**config.mk**
```make
export PLATFORM = sky130hd
export DESIGN_NAME = instr_fetch_unit
export DESIGN_NICKNAME = d
export VERILOG_FILES = /design/src/rtl/rv_fetch_pkg.sv /design/src/rtl/instr_fetch_unit_pc_next_sel.sv /design/src/rtl/instr_fetch_unit.sv
export SDC_FILE = /design/constraint.sdc
export NUM_CORES = 1
export LEC_CHECK = 0
export BUFFER_PORTS_ARGS = -buffer_cell sky130_fd_sc_hd__buf_2
export CORE_MARGIN = 8
export CORE_UTILIZATION = 52
export CTS_CLUSTER_SIZE = 14
export DETAILED_ROUTE_END_ITERATION = 10
export GPL_ROUTABILITY_DRIVEN = 0
export HOLD_SLACK_MARGIN = 0.02
export PLACE_DENSITY = 0.88
export SYNTH_ARGS = -nofsm -noshare
export SYNTH_HDL_FRONTEND = slang
export SYNTH_HIERARCHICAL = 1
export SYNTH_SLANG_ARGS = --single-unit
```
**constraint.sdc**
```tcl
create_clock -name clk -period 3.5 [get_ports clk]
set_clock_uncertainty 0.1 [all_clocks]
set_input_delay 0.35 -clock clk [delete_from_list [all_inputs] [get_ports clk]]
set_output_delay 0.35 -clock clk [all_outputs]
set_load 0.1 [all_outputs]
```
**src/rtl/rv_fetch_pkg.sv**
```systemverilog
// Shared fetch-side definitions: FSM state codes, pc_source_code encodings
// agreed with the control unit, and RV32 base opcodes.
package rv_fetch_pkg;

    typedef logic [1:0] fetch_state_t;

    localparam fetch_state_t ST_BOOT = 2'd0;
    localparam fetch_state_t ST_REQ  = 2'd1;
    localparam fetch_state_t ST_WAIT = 2'd2;
    localparam fetch_state_t ST_HOLD = 2'd3;

    localparam logic [1:0] PC_SRC_SEQ     = 2'b00;
    localparam logic [1:0] PC_SRC_BRANCH  = 2'b01;
    localparam logic [1:0] PC_SRC_JAL     = 2'b10;
    localparam logic [1:0] PC_SRC_ILLEGAL = 2'b11;

    localparam logic [6:0] OPC_LOAD   = 7'b0000011;
    localparam logic [6:0] OPC_OP_IMM = 7'b0010011;
    localparam logic [6:0] OPC_AUIPC  = 7'b0010111;
    localparam logic [6:0] OPC_STORE  = 7'b0100011;
    localparam logic [6:0] OPC_OP     = 7'b0110011;
    localparam logic [6:0] OPC_LUI    = 7'b0110111;
    localparam logic [6:0] OPC_BRANCH = 7'b1100011;
    localparam logic [6:0] OPC_JALR   = 7'b1100111;
    localparam logic [6:0] OPC_JAL    = 7'b1101111;
    localparam logic [6:0] OPC_SYSTEM = 7'b1110011;

    localparam logic [31:0] NOP_INSTR = 32'h0000_0013;

endpackage

```
**src/rtl/instr_fetch_unit_pc_next_sel.sv**
```systemverilog
// Combinational next-pc mux: picks the successor address from the control
// unit's pc_source_code and flags illegal codes and misaligned targets.
module pc_next_sel
    import rv_fetch_pkg::*;
#(
    parameter int XLEN = 32
) (
    input  logic [XLEN-1:0] pc,
    input  logic [1:0]      pc_source_code,
    input  logic [XLEN-1:0] branch_target,
    input  logic [XLEN-1:0] jal_target,
    output logic [XLEN-1:0] next_pc,
    output logic            set_fetch_err,
    output logic            set_misalign_err
);

    logic [XLEN-1:0] raw_pc;

    always_comb begin
        raw_pc        = pc + XLEN'(4);
        set_fetch_err = 1'b0;
        case (pc_source_code)
            PC_SRC_SEQ:     raw_pc = pc + XLEN'(4);
            PC_SRC_BRANCH:  raw_pc = branch_target;
            PC_SRC_JAL:     raw_pc = jal_target;
            PC_SRC_ILLEGAL: begin
                raw_pc        = pc + XLEN'(4);
                set_fetch_err = 1'b1;
            end
            default:        raw_pc = pc + XLEN'(4);
        endcase
    end

    // A misaligned target still redirects fetch, just to the enclosing word.
    assign set_misalign_err = |raw_pc[1:0];
    assign next_pc          = {raw_pc[XLEN-1:2], 2'b00};

endmodule

```
**src/rtl/instr_fetch_unit.sv**
```systemverilog
// Single-issue RV32 fetch sequencer: one outstanding imem request, holds the
// fetched word for the control unit until accepted, then redirects the pc.
module instr_fetch_unit
    import rv_fetch_pkg::*;
#(
    parameter logic [31:0] RESET_PC = 32'h0000_0000,
    parameter int          XLEN     = 32
) (
    input  logic            clk,
    input  logic            rst_n,
    output logic            imem_req_valid,
    input  logic            imem_req_ready,
    output logic [XLEN-1:0] imem_addr,
    input  logic            imem_rsp_valid,
    input  logic [31:0]     imem_rsp_data,
    output logic            instr_valid,
    input  logic            instr_ready,
    output logic [31:0]     instr,
    output logic [6:0]      opcode,
    output logic [2:0]      funct3,
    output logic            funct7,
    output logic [XLEN-1:0] pc,
    output logic [XLEN-1:0] pc_plus4,
    input  logic [1:0]      pc_source_code,
    input  logic [XLEN-1:0] branch_target,
    input  logic [XLEN-1:0] jal_target,
    output logic [31:0]     instr_count,
    output logic            fetch_err,
    output logic            misalign_err
);

    // state   | meaning
    // BOOT    | one idle cycle after reset before the first request
    // REQ     | request pc from imem, waiting for imem_req_ready
    // WAIT    | request accepted, waiting for imem_rsp_valid
    // HOLD    | instruction presented, waiting for instr_ready

    fetch_state_t    state;
    fetch_state_t    state_next;
    logic            accept;
    logic [XLEN-1:0] next_pc;
    logic            set_fetch_err;
    logic            set_misalign_err;

    assign accept = (state == ST_HOLD) && instr_ready;

    pc_next_sel #(.XLEN(XLEN)) u_pc_next_sel (
        .pc               (pc),
        .pc_source_code   (pc_source_code),
        .branch_target    (branch_target),
        .jal_target       (jal_target),
        .next_pc          (next_pc),
        .set_fetch_err    (set_fetch_err),
        .set_misalign_err (set_misalign_err)
    );

    always_comb begin
        state_next = state;
        case (state)
            ST_BOOT: state_next = ST_REQ;
            ST_REQ:  if (imem_req_ready) state_next = ST_WAIT;
            ST_WAIT: if (imem_rsp_valid) state_next = ST_HOLD;
            ST_HOLD: if (instr_ready)    state_next = ST_REQ;
            default: state_next = ST_BOOT;
        endcase
    end

    always_ff @(posedge clk or negedge rst_n) begin
        if (!rst_n) begin
            state        <= ST_BOOT;
            pc           <= RESET_PC;
            instr        <= NOP_INSTR;
            instr_count  <= 32'd0;
            fetch_err    <= 1'b0;
            misalign_err <= 1'b0;
        end else begin
            state <= state_next;
            if (state == ST_WAIT && imem_rsp_valid) begin
                instr <= imem_rsp_data;
            end
            if (accept) begin
                pc           <= next_pc;
                instr_count  <= instr_count + 32'd1;
                fetch_err    <= fetch_err | set_fetch_err;
                misalign_err <= misalign_err | set_misalign_err;
            end
        end
    end

    assign imem_req_valid = (state == ST_REQ);
    assign imem_addr      = pc;
    assign instr_valid    = (state == ST_HOLD);
    assign opcode         = instr[6:0];
    assign funct3         = instr[14:12];
    assign funct7         = instr[30];
    assign pc_plus4       = pc + XLEN'(4);

endmodule

```
==> results_dict.tcl, run 1 <==
set metrics [dict create \
    root_buffer "clkbuf_16" \
    htree_levels 3 \
    criticalPathCategory "flop to primary output" \
    worst-slew-pin-transition_ns 0.9664 \
    drt_first_pass_iters 5 \
    viasPerCell 5.513 \
    syn_area_sq_um 6138 \
    worstSetupEndpointType "primary output" \
    insertion_delay_ns 0.34 \
    grt_pass1_vias 5458 \
    synth-seq-cells 100 \
    num_io_pins 278 \
    vias 5414 \
    seq_area_frac_synth 0.4083 \
    period_share 0.9751 \
    fmaxAchievable_ghz 0.2930 \
    cts_buffers 9 \
    period_minus_slack_ns 3.413 \
    hp-class "input pin to async pin" \
    max-cap-violations 0 \
    antenna_found_initial 2 \
    clkTransAtPathRegs_ns 0.08 \
    drive_gt1_frac 0.4934 \
    path_max_fanout 11 \
    grt_pass1_wl_microns 29030 \
    numPortBuffers 277 \
    dp_hpwl_microns 14370 \
    grt_overflow 0 \
    post-cts-setup-buffers 0 \
    area_growth_pct 27.70 \
    drt-total-wl_microns 18460 \
    start_util 0.5353 \
    seq_area_sq_um 2512 \
    syn_avg_cell_area_sq_um 10.21 \
    grt_max_degree 66 \
    worstPathArrival_ns 2.96 \
    die_h_microns 124.7 \
    antenna_left 0 \
    fin_cells 982 \
    setup_viol 0 \
    crit_path_start_kind "flop" \
    ys_types 48 \
    finalHoldViolCount 0 \
    wl_per_cell_microns 18.80 \
    critPathRequiredTime_ns 3.05 \
    drc_errors 0 \
    die_area_sq_um 15540 \
    multi_input_area_sq_um 3277 \
    status "complete, no violations" \
    grt_usage 0.2267 \
    yosysWarnings 6 \
    cts_resized 0 \
    nNetsFinal 944 \
    drt-initial-drc-count 380 \
    slew_headroom 0.3558 \
    clock-sinks 100 \
    fin_setup_tns_ns 0 \
    fillers 908 \
    syn_inst 601 \
    core_area_sq_um 11470 \
    cts_buffer_depth 2 \
    dp_cells 964 \
    row_count 39 \
    tritoncts "built" \
    die_w_microns 124.7 \
    hold_buffers 0 \
    slew_violations 0 \
]
==> cell type report <==
cell class	instances	area share
Tap cell	143	0.02283
Antenna cell	2	0.0006385
Timing Repair Buffer	291	0.1909
Inverter	21	0.01006
Sequential cell	100	0.3205
Clock inverter	7	0.008300
Clock buffer	9	0.02873
Multi-Input combinational cell	409	0.4180
==> metrics by stage <==
stage | util | cell area (sq um) | hold slack, ns | setup slack (ns)
after global routing | 0.6836 | 7839 | 0.06904 | -0.01306
after global placement | 0.6571 | 7535 | 0.3359 | 0.6008
after CTS | 0.6824 | 7825 | 0.04211 | 0.08229
final | 0.6836 | 7839 | 0.007051 | 0.08728
after floorplan | - | 6340 | -0.04559 | -0.2857
after detailed placement | 0.6571 | 7535 | 0.3519 | 0.4711
==> final timing paths <==
check,cells after the start,slack (ns),from,end
worst min register to register,1,0.37,instr_count[31],instr_count[31]
worst max register to register,6,0.85,imem_addr[7],imem_addr[29]
worst min-delay path,1,0.007,rst_n,instr[30]
max in group asynchronous,2,2.40,rst_n,instr[4]
min in group clk,2,0.14,imem_rsp_data[14],instr[14]
worst max-delay path,7,0.09,imem_addr[2],pc_plus4[26]
==> synth_stat cells, drive strengths merged <==
library cell,n,area (sq um)
mux2i,1,10.01
a222oi,1,10.01
conb,1,3.750
nand4,26,183.9
nor3,16,80.08
or2,1,6.260
or2b,1,8.760
nand2b,1,6.260
a21oi,6,30.03
clkdlybuf4s15,1,10.01
nand3,37,185.2
and3,12,77.57
and4,9,78.83
mux2,61,686.9
inv,21,78.83
o21ai,30,153.9
a221oi,4,41.29
clkbuf,16,70.06
dfrtp,97,2427
xnor2,64,560.5
dlygate4sd1,1,8.760
or4b,1,10.01
o221ai,2,17.52
dfstp,3,78.83
nor4,15,160.2
a21o,2,15.01
or4,1,11.26
nor2,16,60.06
and2,1,6.260
nand2,39,146.4
nand4b,2,17.52
a22oi,24,180.2
xor2,23,201.4
buf,54,390.4
nor2b,2,12.51
ha,9,112.6
==> critical path: stages (launching register included) <==
cell and delay, ns:
dfrtp_2 0.46, ha_1 0.25, and3_1 0.24, nand4_1 0.48, nor4_1 0.42, buf_4 0.19
xor2_4 0.13, buf_2 0.44
==> sequential cells by signal, summed over array words and instances, names as in the netlist <==
register	cells
instr	32
imem_addr	32
state	2
misalign_err	1
fetch_err	1
instr_count	32
==> logic make-up after synthesis <==
logic type,after synthesis,synth area share
and+or+nand+nor,180,0.1712
DFF,100,0.4083
buffers and inverters,93,0.09091
xor gates and xnor gates,87,0.1241
AOI/OAI and AO/OA,69,0.07297
muxes,62,0.1135
adders and majority gates,9,0.01835
other,1,0.0006109
==> cells in the final DEF, fill, tap and decap left out, drive strengths merged, types with 15 or more instances in the layout <==
| master | synthesis | final |
|---|---|---|
| xnor2 | 64 | 64 |
| xor2 | 23 | 23 |
| dfrtp | 97 | 97 |
| nand4 | 26 | 26 |
| nand3 | 37 | 37 |
| nor2 | 16 | 16 |
| buf | 54 | 290 |
| inv | 21 | 25 |
| nor4 | 15 | 15 |
| a22oi | 24 | 24 |
| mux2 | 61 | 61 |
| nand2 | 39 | 39 |
| nor3 | 16 | 16 |
| o21ai | 30 | 30 |
==> metal layers <==
metal / vias up / track usage / wire, microns
li1: 2536 / - / -
met5: - / 0 / 0
met1: 2665 / 0.2564 / 7285
met2: 193 / 0.4068 / 9802
met3: 20 / 0.05574 / 1092
met4: 0 / 0.07583 / 279
Power of run 1 is not shown: default switching activity piles up to over one toggle a cycle in this logic, so the estimate is an artifact.
==> run 2, diff against run 1 <==
Settings changed: BUFFER_PORTS_ARGS -buffer_cell sky130_fd_sc_hd__buf_2 to unset, CORE_UTILIZATION 52 to 60, DONT_BUFFER_PORTS set to 1, PLACE_DENSITY 0.88 to 0.77.
==> run 2 against run 1 <==
Effect of this change:
- critical path depth fell by 2
- clock-buffer cell count grew 2
- register-to-register slack got worse by 0.27 ns
- core utilization grew 5.7 points
- routed wire length fell by 3.8%
- non-clock buffer count shrank 171
- maximum frequency increased by 5.5%
- final cell count decreased by 18%
- highest routed layer unchanged
==> results_dict.tcl, run 2 (synthesis results as in run 1) <==
set metrics [dict create \
    antenna_found_initial 0 \
    final_cell_mix "buf_4, mux2_2, dfrtp_1" \
    n_antenna_cell 0 \
    multi_input_area_sq_um 3326 \
    cts_buffer_depth 2 \
    grt_pass1_vias 5258 \
    critPathRequiredTime_ns 3.05 \
    slew_headroom 0.1299 \
    fillers 710 \
    insertion_delay_ns 0.36 \
    clock-sinks 100 \
    fin_hold_ws_ns 0.03904 \
    die_w_microns 117.1 \
    hold_buffers 15 \
    max-cap-violations 0 \
    tritoncts "built" \
    grt_usage 0.2576 \
    drt-total-wl_microns 17760 \
    vias 4908 \
    worstSetupEndpointType "primary output" \
    path_max_fanout 7 \
    hp-class "input pin to flop" \
    root_buffer "clkbuf_8" \
    slew_violations 0 \
    htree_levels 3 \
    grt_overflow 0 \
    nNetsFinal 773 \
    finalHoldViolCount 0 \
    crit_path_start_kind "flop" \
    period_minus_slack_ns 3.236 \
    criticalPathCategory "flop to primary output" \
    core_area_sq_um 10140 \
    rsz0062_at_grt "false" \
    fmaxAchievable_ghz 0.3090 \
    seq_area_sq_um 2556 \
    grt_max_degree 101 \
    drc_errors 0 \
    area_growth_pct 22.36 \
    setup_viol 0 \
    row_count 37 \
    status "complete, no violations" \
    dr_wl_met2_microns 9260 \
    viasPerCell 6.120 \
    clkTransAtPathRegs_ns 0.09 \
    routed-wl-met3_microns 1642 \
    dp_hpwl_microns 13310 \
    num_io_pins 278 \
    dp_cells 768 \
    period_share 0.9246 \
    drive_gt1_frac 0.3979 \
    numPortBuffers 0 \
    die_h_microns 117.1 \
    fin_cells 802 \
    final_common_cell "buf_4" \
    drt-initial-drc-count 341 \
    drt_first_pass_iters 5 \
    wl_per_cell_microns 22.14 \
    cts_resized 0 \
    worstPathArrival_ns 2.79 \
    cts_buffers 9 \
    antenna_left 0 \
    wl_met1_microns 6341 \
    topRoutingLayerUsed "met4" \
    worst-slew-pin-transition_ns 1.302 \
    grt_pass1_wl_microns 27310 \
    start_util 0.6055 \
    post-cts-setup-buffers 0 \
    die_area_sq_um 13720 \
]
-- run 2: final timing paths --
| check | from | to | slack [ns] | depth (start not counted) |
|---|---|---|---|---|
| worst max-delay path | imem_addr[14] | pc_plus4[30] | 0.26 | 5 |
| min in group asynchronous | rst_n | imem_addr[2] | 0.45 | 2 |
| worst max register to register | imem_addr[2] | imem_addr[29] | 0.58 | 7 |
| worst min-delay path | imem_rsp_data[25] | instr[25] | 0.04 | 1 |
| max in group asynchronous | rst_n | instr[30] | 2.40 | 2 |
| worst min register to register | imem_addr[0] | imem_addr[0] | 0.44 | 1 |
-- run 2: final cells by class --
class / instances / share of cell area
multi-input cells: 409 / 0.4428
flip-flops and latches: 100 / 0.3403
repair buffers: 120 / 0.1549
well taps: 136 / 0.02266
clock buffers: 11 / 0.01749
clock inverters: 5 / 0.01133
inverters: 21 / 0.01049
-- run 2: worst max-delay path, stage by stage (launching register included) --
cell and delay [ns]:
dfrtp_2 0.75, buf_4 0.44, nand3_1 0.31, nor4_1 0.51, xnor2_2 0.18, buf_12 0.20
-- run 2: metrics by stage --
stage          instance area (sq um)  utilization  setup TNS, ns  worst slack, ns
2_1_floorplan                   6340            -        -0.6188          -0.2857
3_3_place_gp                    7097       0.7000              0           0.7105
3_5_place_dp                    7097       0.7000              0           0.6394
4_1_cts                         7481       0.7379              0           0.2452
5_1_grt                         7511       0.7408              0          0.08022
6_report                        7511       0.7408              0           0.2638
-- run 2: layer usage --
metal,up-vias,global-route usage
met5,-,0
met4,0,0.1101
met3,44,0.08107
met2,231,0.4467
met1,2437,0.2858
li1,2196,-
Power of run 2 is left out for the same reason.
